`src/rtl/maze_packet_tx.sv`:
```
// maze_packet_tx: transmit end of the maze-tile update link.
//
// Packs each accepted tile update into a 16-bit tile word, buffers up to
// FIFO_DEPTH words, and shifts each word out MSB-first on a framed 3-wire
// serial link. The receiver samples SER_DATA on the rising edge of SER_CLK.
//
// Ports:
//   CLK, RESET                  system clock, synchronous active-high reset
//   TILE_X, TILE_Y              tile coordinates (column 0..4, row 0..3)
//   WALLS                       [3] north, [2] east, [1] south, [0] west
//   TREASURE                    treasure code, 0 = none
//   EXPLORED, ROBOT_HERE, DONE  tile / maze status flags
//   IN_VALID, IN_READY          update handshake (push on both high)
//   SER_FRAME                   high for the whole 16-bit frame
//   SER_CLK, SER_DATA           serial bit clock and data, MSB first
//   BUSY                        FIFO non-empty or transmitter active
//
// Tile word: [15:13] X, [12:11] Y, [10:8] treasure, [7] 0,
//            [6] west, [5] north, [4] east, [3] south,
//            [2] explored, [1] robot here, [0] done.

module maze_packet_tx #(
  parameter int CLK_DIV    = 25,  // CLK cycles per SER_CLK half-period, 1..255
  parameter int FIFO_DEPTH = 4,   // power of 2, 2..16
  parameter int GAP_BITS   = 2    // idle bit periods after each frame
) (
  input  logic       CLK,
  input  logic       RESET,
  input  logic [2:0] TILE_X,
  input  logic [1:0] TILE_Y,
  input  logic [3:0] WALLS,
  input  logic [2:0] TREASURE,
  input  logic       EXPLORED,
  input  logic       ROBOT_HERE,
  input  logic       DONE,
  input  logic       IN_VALID,
  output logic       IN_READY,
  output logic       SER_FRAME,
  output logic       SER_CLK,
  output logic       SER_DATA,
  output logic       BUSY
);

  localparam int AW      = $clog2(FIFO_DEPTH);
  localparam int CW      = AW + 1;
  // With no gap bits the GAP state still takes one cycle.
  localparam int GAP_CYC = (GAP_BITS == 0) ? 1 : GAP_BITS * 2 * CLK_DIV;
  localparam int GW      = $clog2(GAP_CYC + 1);

  typedef enum logic [1:0] {IDLE, BIT_LO, BIT_HI, GAP} state_e;

  state_e          state_q, state_d;
  logic [15:0]     mem_q [FIFO_DEPTH];
  logic [AW-1:0]   wr_ptr_q, wr_ptr_d;
  logic [AW-1:0]   rd_ptr_q, rd_ptr_d;
  logic [CW-1:0]   count_q, count_d;
  logic            rdy_q, rdy_d;
  logic [14:0]     shift_q, shift_d;    // bits still to send after SER_DATA
  logic [3:0]      bit_cnt_q, bit_cnt_d;
  logic [7:0]      div_q, div_d;
  logic [GW-1:0]   gap_q, gap_d;
  logic            frame_q, frame_d;
  logic            sclk_q, sclk_d;
  logic            sdata_q, sdata_d;

  logic [15:0]     in_word;
  logic            push, pop, div_last, gap_last;

  assign in_word = {TILE_X, TILE_Y, TREASURE, 1'b0,
                    WALLS[0], WALLS[3], WALLS[2], WALLS[1],
                    EXPLORED, ROBOT_HERE, DONE};

  assign push     = IN_VALID && rdy_q;
  // The transmitter only takes a new word while sitting in IDLE.
  assign pop      = (state_q == IDLE) && (count_q != '0);
  assign div_last = (div_q == 8'(CLK_DIV - 1));
  assign gap_last = (gap_q == GW'(GAP_CYC - 1));

  // NOTE: the FIFO storage has no reset; the pointers and count define which
  // entries are valid, so clearing the array would only cost logic.
  always_ff @(posedge CLK) begin
    if (push) begin
      mem_q[wr_ptr_q] <= in_word;
    end
  end

  // NOTE: every signal written here gets its default first, so no path through
  // the case statement can leave a value unassigned and infer a latch.
  always_comb begin
    state_d   = state_q;
    shift_d   = shift_q;
    bit_cnt_d = bit_cnt_q;
    div_d     = div_q;
    gap_d     = gap_q;
    frame_d   = frame_q;
    sclk_d    = sclk_q;
    sdata_d   = sdata_q;

    wr_ptr_d  = wr_ptr_q + AW'(push);
    rd_ptr_d  = rd_ptr_q + AW'(pop);
    count_d   = count_q + CW'(push) - CW'(pop);
    // Ready is registered from the next count, so it tracks the count exactly.
    rdy_d     = (count_d != CW'(FIFO_DEPTH));

    unique case (state_q)
      IDLE: begin
        if (pop) begin
          shift_d   = mem_q[rd_ptr_q][14:0];
          sdata_d   = mem_q[rd_ptr_q][15];
          bit_cnt_d = 4'd15;
          frame_d   = 1'b1;
          sclk_d    = 1'b0;
          div_d     = '0;
          state_d   = BIT_LO;
        end
      end
      BIT_LO: begin
        if (div_last) begin
          div_d   = '0;
          sclk_d  = 1'b1;
          state_d = BIT_HI;
        end else begin
          div_d = div_q + 8'd1;
        end
      end
      BIT_HI: begin
        if (div_last) begin
          div_d  = '0;
          sclk_d = 1'b0;
          if (bit_cnt_q != 4'd0) begin
            sdata_d   = shift_q[14];
            shift_d   = {shift_q[13:0], 1'b0};
            bit_cnt_d = bit_cnt_q - 4'd1;
            state_d   = BIT_LO;
          end else begin
            sdata_d = 1'b0;
            frame_d = 1'b0;
            gap_d   = '0;
            state_d = GAP;
          end
        end else begin
          div_d = div_q + 8'd1;
        end
      end
      GAP: begin
        if (gap_last) begin
          state_d = IDLE;
        end else begin
          gap_d = gap_q + GW'(1);
        end
      end
      default: state_d = IDLE;
    endcase
  end

  // NOTE: registers are updated with non-blocking assignments so every
  // register samples the pre-edge values regardless of statement order.
  always_ff @(posedge CLK) begin
    if (RESET) begin
      state_q   <= IDLE;
      wr_ptr_q  <= '0;
      rd_ptr_q  <= '0;
      count_q   <= '0;
      rdy_q     <= 1'b1;
      shift_q   <= '0;
      bit_cnt_q <= '0;
      div_q     <= '0;
      gap_q     <= '0;
      frame_q   <= 1'b0;
      sclk_q    <= 1'b0;
      sdata_q   <= 1'b0;
    end else begin
      state_q   <= state_d;
      wr_ptr_q  <= wr_ptr_d;
      rd_ptr_q  <= rd_ptr_d;
      count_q   <= count_d;
      rdy_q     <= rdy_d;
      shift_q   <= shift_d;
      bit_cnt_q <= bit_cnt_d;
      div_q     <= div_d;
      gap_q     <= gap_d;
      frame_q   <= frame_d;
      sclk_q    <= sclk_d;
      sdata_q   <= sdata_d;
    end
  end

  assign IN_READY  = rdy_q;
  assign SER_FRAME = frame_q;
  assign SER_CLK   = sclk_q;
  assign SER_DATA  = sdata_q;
  assign BUSY      = (count_q != '0) || (state_q != IDLE);

endmodule

```
`config.mk`:
```
export PLATFORM = sky130hd
export DESIGN_NAME = maze_packet_tx
export DESIGN_NICKNAME = d
export VERILOG_FILES = /design/src/rtl/maze_packet_tx.sv
export SDC_FILE = /design/constraint.sdc
export NUM_CORES = 1
export LEC_CHECK = 0
export CAP_MARGIN = 10
export CORE_UTILIZATION = 55
export CTS_BUF_LIST = sky130_fd_sc_hd__clkbuf_4 sky130_fd_sc_hd__clkbuf_8
export CTS_CLUSTER_SIZE = 30
export DETAILED_ROUTE_END_ITERATION = 10
export PLACE_DENSITY_LB_ADDON = 0.08
export SLEW_MARGIN = 10
export SYNTH_ARGS = -nofsm -noshare
export SYNTH_HDL_FRONTEND = slang
export SYNTH_SLANG_ARGS = --single-unit
```
`constraint.sdc`:
```
create_clock -name CLK -period 2.9 [get_ports CLK]
set_input_delay 0.87 -clock CLK [delete_from_list [all_inputs] [get_ports CLK]]
set_output_delay 0.87 -clock CLK [all_outputs]
set_load 0.005 [all_outputs]
```
==> Word level (Yosys, flattened, before mapping) <==
Memories as Yosys holds them, arrays and structs flattened. A register that Yosys moved wholly into a read port is not among the register bits.
Index checks and enable logic that the tools add are counted.
{ "word_totals": {"wordCells": 88, "out_inout_bits": 5, "input_bits": 18, "mem_count": 1, "ramBits": 60, "ff_bits": 47} }
{ "mem_list": {"columns": ["name", "words", "word_bits", "read_ports", "rd_ports_with_merged_regs", "write_ports", "line", "source"], "rows": [
  ["mem_q", 4, 15, 1, 1, 1, "53", "logic [15:0] mem_q [FIFO_DEPTH];"]
]} }
{ "classes": {"addsub": 7, "reduce_logical": 19, "eq_ne": 13, "mux": 36} }
{ "ops": {"columns": ["operator", "count"], "rows": [
  ["15-bit 2-to-1 mux", 3],
  ["15-bit case mux with 2 select lines", 1],
  ["7-bit 2-to-1 mux", 3],
  ["4-bit AND reduction", 5],
  ["8-bit 2-to-1 mux", 2],
  ["8-bit case mux with 2 select lines", 1],
  ["2-bit != test (second input constant)", 7],
  ["7-bit case mux with 2 select lines", 1],
  ["2-bit 2-to-1 mux", 6],
  ["4-bit 2-to-1 mux", 3],
  ["1-bit 2-to-1 mux", 11],
  ["8-bit by 1-bit adder with 8-bit output (second input constant)", 1],
  ["8-bit by 5-bit equality test with 1-bit output (second input constant)", 1],
  ["2-bit case mux with 4 select lines", 1],
  ["4-bit case mux with 2 select lines", 1],
  ["2-bit nonzero test", 4],
  ["7-bit by 1-bit adder with 7-bit output (second input constant)", 1],
  ["7-bit equality test (second input constant)", 1],
  ["3-bit nonzero test", 2],
  ["2-bit by 1-bit adder with 2-bit output", 2],
  ["2-bit equality test (second input constant)", 2],
  ["1-bit case mux with 2 select lines", 2],
  ["4-bit nonzero test", 1],
  ["4-bit by 1-bit subtractor with 4-bit output (second input constant)", 1],
  ["11 further kinds", 12]
]} }

==> Depth between registers and ports, before layout <==
Gate-level depths: netlist of run 1.
{ "depth": {"ltp_word": 4, "mapped_depth": 9, "depth_no_buf": 9} }

==> Least setup slack after synthesis of run 1 <==
OpenSTA, ideal clock, no wires.
{ "synth_timing": {"kind": "input to register", "start": "input IN_VALID", "end": "memory mem_q[1][0] (netlist bit), enable pin", "cell_stages": 2, "required_ns": 2.491, "arrival_ns": 2.205, "path_buffers": 0, "setup_slack_ns": 0.286, "setup_ns": 0.409, "cell_sequence": "nand2_1 -> nor3b_1"} }
{ "synth_via": {"elab_chain_len": 3} }
{ "synth_rtl": {"columns": ["item", "line", "source"], "rows": [
  ["from (decl)", "36", "input logic IN_VALID,"],
  ["1-bit logical AND", "73", "assign push = IN_VALID && rdy_q;"],
  ["1-bit 2-to-1 mux", "82", "if (push) begin"],
  ["1-bit 2-to-1 mux (implied by the code)", "83", "mem_q[wr_ptr_q] <= in_word;"],
  ["to (decl)", "53", null]
]} }
Every way passes these cells.

==> Worst setup path after layout of run 1 <==
{ "layout_timing": {"start": "register state_q[0]", "end": "output BUSY"} }
{ "layout_via": {"elab_chain_len": 2} }
{ "layout_rtl": {"columns": ["item", "line", "source"], "rows": [
  ["from (decl)", "52", "state_e state_q, state_d;"],
  ["from (signal assigned)", "173", "state_q <= state_d;"],
  ["2-bit nonzero test", "192", "assign BUSY = (count_q != '0) || (state_q != IDLE);"],
  ["1-bit logical OR", "192", null],
  ["to (decl)", "41", "output logic BUSY"]
]} }
Every way passes these cells.

==> flow_summary_export.csv, run 1 <==
group,metric,value,unit
grt,grt_usage,21.7,%
pwr,seq_power_share,42.2,%
pwr,power.switching,1.74,mW
run,cap_violations,0,
synthesis,ys_top_cells_by_area,"edfxtp_1 (39%), dfxtp_1 (20%), mux4_2 (7.3%), a21oi_1 (3.5%), ha_1 (3.0%)",
routing,routed_wl,8430,µm
synthesis,synth_cell_types,49,
grt,grt_pass1_wl,14300,µm
sta,hold_viol_final,0,
setup_path,cp_slowest_stage_delay,0.45,ns
setup_path,crit_path_max_fanout,5,
grt,antenna_found_initial,0,
routing,initialDrtViolationCount,177,
synthesis,syn_area,0.00460,mm²
routing,drcViolationCount,0,
sta,tightest_slew,0.736,ns
routing,ant_nets,0,
setup_path,worstPathCellList,"inv_1 > ha_2 > nor4b_4 > inv_2 > clkdlybuf4s50_1",
routing,dr.pass1.iters,4,
synthesis,netlist.top_cell.by_area,"edfxtp_1",
die,die_w,93.4,µm
finish,synthToLayoutAreaGrowth,14.0,%
setup_path,slowest_stage,"clkdlybuf4s50_1",
clock_network,clock_latency,0.36,ns
die,die_h,93.4,µm
clock_network,cts_sinks,107,
pwr,p_leak,1.84,nW
finish,nNetsFinal,414,
grt,grt_pass1_vias,2893,
routing,routed-via-count,2870,
pwr,p_int,3.14,mW
die,start_util,58.3,%
setup_path,cp.arrival,1.88,ns
sta,max_freq,0.364,GHz
pwr,peakVddDrop,0.422,mV
die,rows,32,
pwr,p_sw_share,35.6,%
clock_network,clockBufferDepth,2,
pwr,p_per_area,931,mW/mm²
die,dieArea,0.00873,mm²
sta,layout_setup_ws,0.151,ns
die,core-area,0.00789,mm²
synthesis,synth_edf_count,60,
routing,vias_per_cell,5.85,
sta,fin_skew,0.0149,ns
setup_path,setup.worst_path.start_class,"flip-flop",
sta,rsz0062_at_grt,"no",
placement,post-place-ws,0.355,ns
hold_path,min_path_type,"flip-flop to flip-flop",
placement,place_congestion,0.781,
clock_network,clk_pin_slew,0.11,ns
routing,wl_per_cell,17.2,µm
clock_network,cts_root_buf,"clkbuf_8",
finish,layout-drive-gt1-share,14.9,%
synthesis,yosys_warnings,0,
clock_network,post_cts_buffers,0,
pwr,p_comb_share,37.2,%
die,io_pins,23,
setup_path,end_kind,"output port",
synthesis,synth_area_per_cell,12.9,µm²
clock_network,cts_buffers,9,
grt,gr-total-overflow,0,
synthesis,synth_flop_cell,"edfxtp_1",
synthesis,syn_inst,355,
grt,grt_max_degree,23,
placement,io_buffers,22,
finish,fillers,555,
pwr,clkPwrFrac,20.6,%
synthesis,yosysSeqAreaShare,59.7,%
grt,met3_usage,4.47,%
clock_network,cts_tree,"done",
setup_path,critical_path_required,2.03,ns
sta,finalCriticalPeriod,2.75,ns
sta,hold-worst-slack,0.483,ns
synthesis,syn_nets,385,
placement,dp_hpwl,5450,µm
synthesis,async_reset_ff_share,0,%
grt,met1_usage,27.9,%
placement,placed_cell_area,0.00500,mm²
synthesis,ys_ff_latch,107,
sta,fin_crit_sh,94.8,%
sta,setup_violations,0,
synthesis,synth_top_cell_area_share,39.2,%
finish,num_antenna_cells,0,
sta,fin_setup_tns,0,ns
grt,met2_usage,36.9,%
grt,grt-busiest-layer,"met2",
status,status,"complete, no violations",
finish,design_area,0.00524,mm²
setup_path,path_class,"flip-flop to output port",
clock_network,ctsHtreeMaxLevel,3,
sta,slew_viol_final,0,
sta,slew_headroom,50.5,%
registers in the layout, summed over array words and instances, names as in the netlist:
| name | count |
|---|---|
| mem_q | 60 |
| state_q | 2 |
| shift_q | 15 |
| SER_DATA | 1 |
| IN_READY | 1 |
| gap_q | 7 |
| count_q | 3 |
| bit_cnt_q | 4 |
| SER_FRAME | 1 |
| SER_CLK | 1 |
| div_q | 8 |
| rd_ptr_q | 2 |
| wr_ptr_q | 2 |
metal layers:
metal	vias up	wire (µm)
met4	0	81
li1	1421	-
met1	1400	3900
met3	6	244
met5	-	0
met2	43	4210
layout make-up:
type,instances,area (µm²),area share [%]
Multi-Input combinational cell,214,1740,33.3
Clock inverter,7,105,2.01
Sequential cell,107,2740,52.3
Clock buffer,9,124,2.36
Inverter,16,60.1,1.15
Timing Repair Buffer,36,338,6.45
Tap cell,102,128,2.44
synth_stat cells (8+ instances only):
master	instances
ha_1	11
nor2_1	19
nand3_1	8
a211oi_1	16
inv_1	14
a31oi_1	9
nand2_1	14
xnor2_1	11
clkbuf_1	9
mux2i_1	13
o21ai_0	9
a21oi_1	32
dfxtp_1	47
edfxtp_1	60
mux4_2	15
buf_2	8
kinds of logic (layout without fill, tap and decap cells):
family | count (synthesis) | in the layout | synth area share, %
flops | 107 | 107 | 59.7
xor+xnor | 12 | 12 | 2.29
buf+inv | 34 | 68 | 2.99
compound gates | 86 | 86 | 12.2
mux | 28 | 28 | 10.2
fa+ha+maj | 12 | 12 | 3.43
simple gates | 76 | 76 | 9.25
worst max-delay path: cells and delay by family, from the launching register on:
family | cells | cell delay [ns]
buffers and inverters | 3 | 0.69
DFF | 1 | 0.37
adders and majority gates | 1 | 0.22
and+or+nand+nor | 1 | 0.23
placed cells by master (no fill, tap or decap), types with 3 or more instances in the layout:
master | synthesis | routed
nor3_1 | 5 | 4
o31ai_1 | 5 | 5
or4_1 | 3 | 3
nor2b_1 | 5 | 5
edfxtp_1 | 60 | 60
dfxtp_1 | 47 | 47
a31oi_1 | 9 | 9
nand4_1 | 3 | 3
and3_1 | 4 | 4
mux2i_1 | 13 | 13
o21ai_0 | 9 | 9
clkdlybuf4s50_1 | 0 | 22
a211oi_1 | 16 | 16
clkbuf_8 | 0 | 9
ha_1 | 11 | 10
nor2_1 | 19 | 19
nand3_1 | 8 | 8
xnor2_1 | 11 | 11
inv_1 | 14 | 12
inv_2 | 1 | 3
a21oi_1 | 32 | 32
mux4_2 | 15 | 15
buf_4 | 0 | 13
inv_8 | 0 | 3
nand2_1 | 14 | 14
power by group through the flow:
stage / Clock (mW) / Combinational, mW / Sequential [mW]
after floorplan: 0 / 1.35 / 2.02
after global placement: 0 / 1.75 / 2.07
after detailed placement: 0 / 1.81 / 2.09
after CTS: 1.03 / 1.81 / 2.05
after global routing: 1.09 / 2.02 / 2.09
final: 1.00 / 1.82 / 2.06
path summary, 6_finish.rpt:
path                   end  depth (start not counted)  startpoint  slack (ns)
setup / recovery      BUSY                          5  state_q[0]        0.15
hold / removal     SER_CLK                          2     SER_CLK        0.48
hold reg to reg    SER_CLK                          2     SER_CLK        0.48
setup reg to reg  gap_q[5]                          6    div_q[0]        0.74
through the flow:
step	instances	power [mW]	util (%)
final	491	4.88	66.4
after global routing	491	5.21	66.4
after CTS	491	4.90	66.3
after detailed placement	475	3.89	63.4
after global placement	475	3.82	63.4
after floorplan	355	3.37	-
what timing repair did:
item	4_1_cts	5_1_grt
resized for setup	0	4
hold endpoints to repair	0	0
setup endpoints to repair	0	1
hold buffers	0	0
(Power assumes the default switching activity.)
==> run 2, diff against run 1 <==
--- a/config.mk
+++ b/config.mk
@@ -6,6 +6,7 @@
 export NUM_CORES = 1
 export LEC_CHECK = 0
 export CAP_MARGIN = 10
+export CORE_ASPECT_RATIO = 0.8
 export CORE_UTILIZATION = 55
 export CTS_BUF_LIST = sky130_fd_sc_hd__clkbuf_4 sky130_fd_sc_hd__clkbuf_8
 export CTS_CLUSTER_SIZE = 30
==> flow_summary_export.csv, run 2 (synthesized netlist as in run 1, its figures left out) <==
group,metric,value,unit
status,status,"complete, no violations",
clock_network,cts_tree,"done",
finish,design_area,0.00523,mm²
finish,layout-drive-gt1-share,14.2,%
setup_path,end_kind,"output port",
run,cap_violations,0,
routing,ant_nets,0,
clock_network,cts_buffers,9,
finish,mostFrequentLayoutCell,"edfxtp_1",
clock_network,clockBufferDepth,2,
finish,post_layout_nonfiller_instances,495,
routing,routed-via-count,2905,
finish,largest_register_ffs,60,
grt,antenna_found_initial,0,
clock_network,cts_root_buf,"clkbuf_8",
sta,slew_viol_final,0,
pwr,p_leak,1.83,nW
setup_path,reg2regPathDepth,9,
die,die_h,83.8,µm
sta,rsz0062_at_grt,"no",
die,dieArea,0.00873,mm²
hold_path,hold_path_depth,2,
grt,grt_usage,21.9,%
finish,layout_common_cells,"edfxtp_1 (60), dfxtp_1 (46), a21oi_1 (32)",
finish,regMostFlops,"mem_q",
setup_path,critical_path_required,2.03,ns
sta,layout_setup_ws,0.131,ns
placement,dp_hpwl,6010,µm
clock_network,clk_pin_slew,0.10,ns
grt,grt_pass1_wl,14400,µm
finish,reg.largest.list,"mem_q x60, shift_q x15, div_q x8",
sta,finalCriticalPeriod,2.77,ns
grt,grt_max_degree,40,
placement,post-place-ws,0.338,ns
routing,initialDrtViolationCount,152,
pwr,peakVddDrop,0.541,mV
routing,vias_per_cell,5.87,
clock_network,cts_sinks,107,
setup_path,crit_path_max_fanout,5,
sta,tightest_slew,0.808,ns
setup_path,cp.arrival,1.90,ns
sta,fin_skew,0.00794,ns
sta,fin_setup_tns,0,ns
routing,routed_wl,8780,µm
placement,io_buffers,22,
grt,gr-total-overflow,0,
routing,drcViolationCount,0,
finish,nNetsFinal,413,
finish,num_antenna_cells,0,
sta,fin_crit_sh,95.5,%
routing,wl_per_cell,17.7,µm
setup_path,path_class,"flip-flop to output port",
die,start_util,57.3,%
sta,setup_violations,0,
placement,placed_cell_area,0.00500,mm²
sta,hold_viol_final,0,
finish,synthToLayoutAreaGrowth,13.8,%
sta,max_freq,0.361,GHz
sta,slew_headroom,46.1,%
die,die_w,104,µm
placement,placed_cells,480,
routing,dr.pass1.iters,4,
pwr,p_per_area,934,mW/mm²
hold_path,min_path_type,"flip-flop to flip-flop",
finish,fillers,610,
die,rows,29,
setup_path,setup.worst_path.start_class,"flip-flop",
clock_network,clock_latency,0.37,ns
pwr,power,4.88,mW
placement,place_congestion,0.799,
die,io_pins,23,
clock_network,ctsHtreeMaxLevel,3,
grt,grt_pass1_vias,2782,
die,core-area,0.00802,mm²
-- run 2: report_power, final --
| part | internal, mW | switching, mW | total, mW |
|---|---|---|---|
| Sequential | 1.88 | 0.191 | 2.07 |
| Combinational | 0.823 | 0.986 | 1.81 |
| Clock | 0.495 | 0.509 | 1.00 |
-- run 2: what timing repair did --
action | 4_1_cts | 5_1_grt
endpoints found under the setup margin | 0 | 1
gates resized for setup | 0 | 3
buffers inserted | 0 | 0
hold buffers | 0 | 0
-- run 2: cell type report --
type                       instances  area (µm²)  share of cell area (%)
tap                              108         135                    2.58
clock buffer                       9         124                    2.37
sequential                       107        2740                    52.4
inverter                          16        60.1                    1.15
multi-input combinational        214        1740                    33.3
clock inverter                     6        96.3                    1.84
timing repair buffer              35         330                    6.31
-- run 2: critical path: stages, from the launching register on --
cell and delay (ns):
dfxtp_1 0.34, inv_1 0.14, ha_2 0.23, nor4b_4 0.21
inv_1 0.14, clkdlybuf4s50_1 0.47
-- run 2: path summary, 6_finish.rpt --
kind	startpoint	to	slack (ns)
hold reg to reg	shift_q[6]	shift_q[7]	0.48
hold / removal	shift_q[6]	shift_q[7]	0.48
setup reg to reg	state_q[1]	IN_READY	0.70
setup / recovery	state_q[1]	BUSY	0.13
-- run 2: metrics by stage --
stage	utilization, %	hold slack, ns
floorplan	-	0.449
global placement	62.3	0.466
detailed placement	62.3	0.467
CTS	65.1	0.482
global route	65.3	0.510
finish	65.3	0.482
-- run 2: per-layer routing --
metal / vias to the layer above / global-route usage [%] / part of all wire (%)
met2: 75 / 31.8 / 44
met5: - / 0 / 0
li1: 1416 / - / -
met3: 13 / 5.54 / 5.3
met1: 1401 / 31.9 / 49
met4: 0 / 8.05 / 1.5
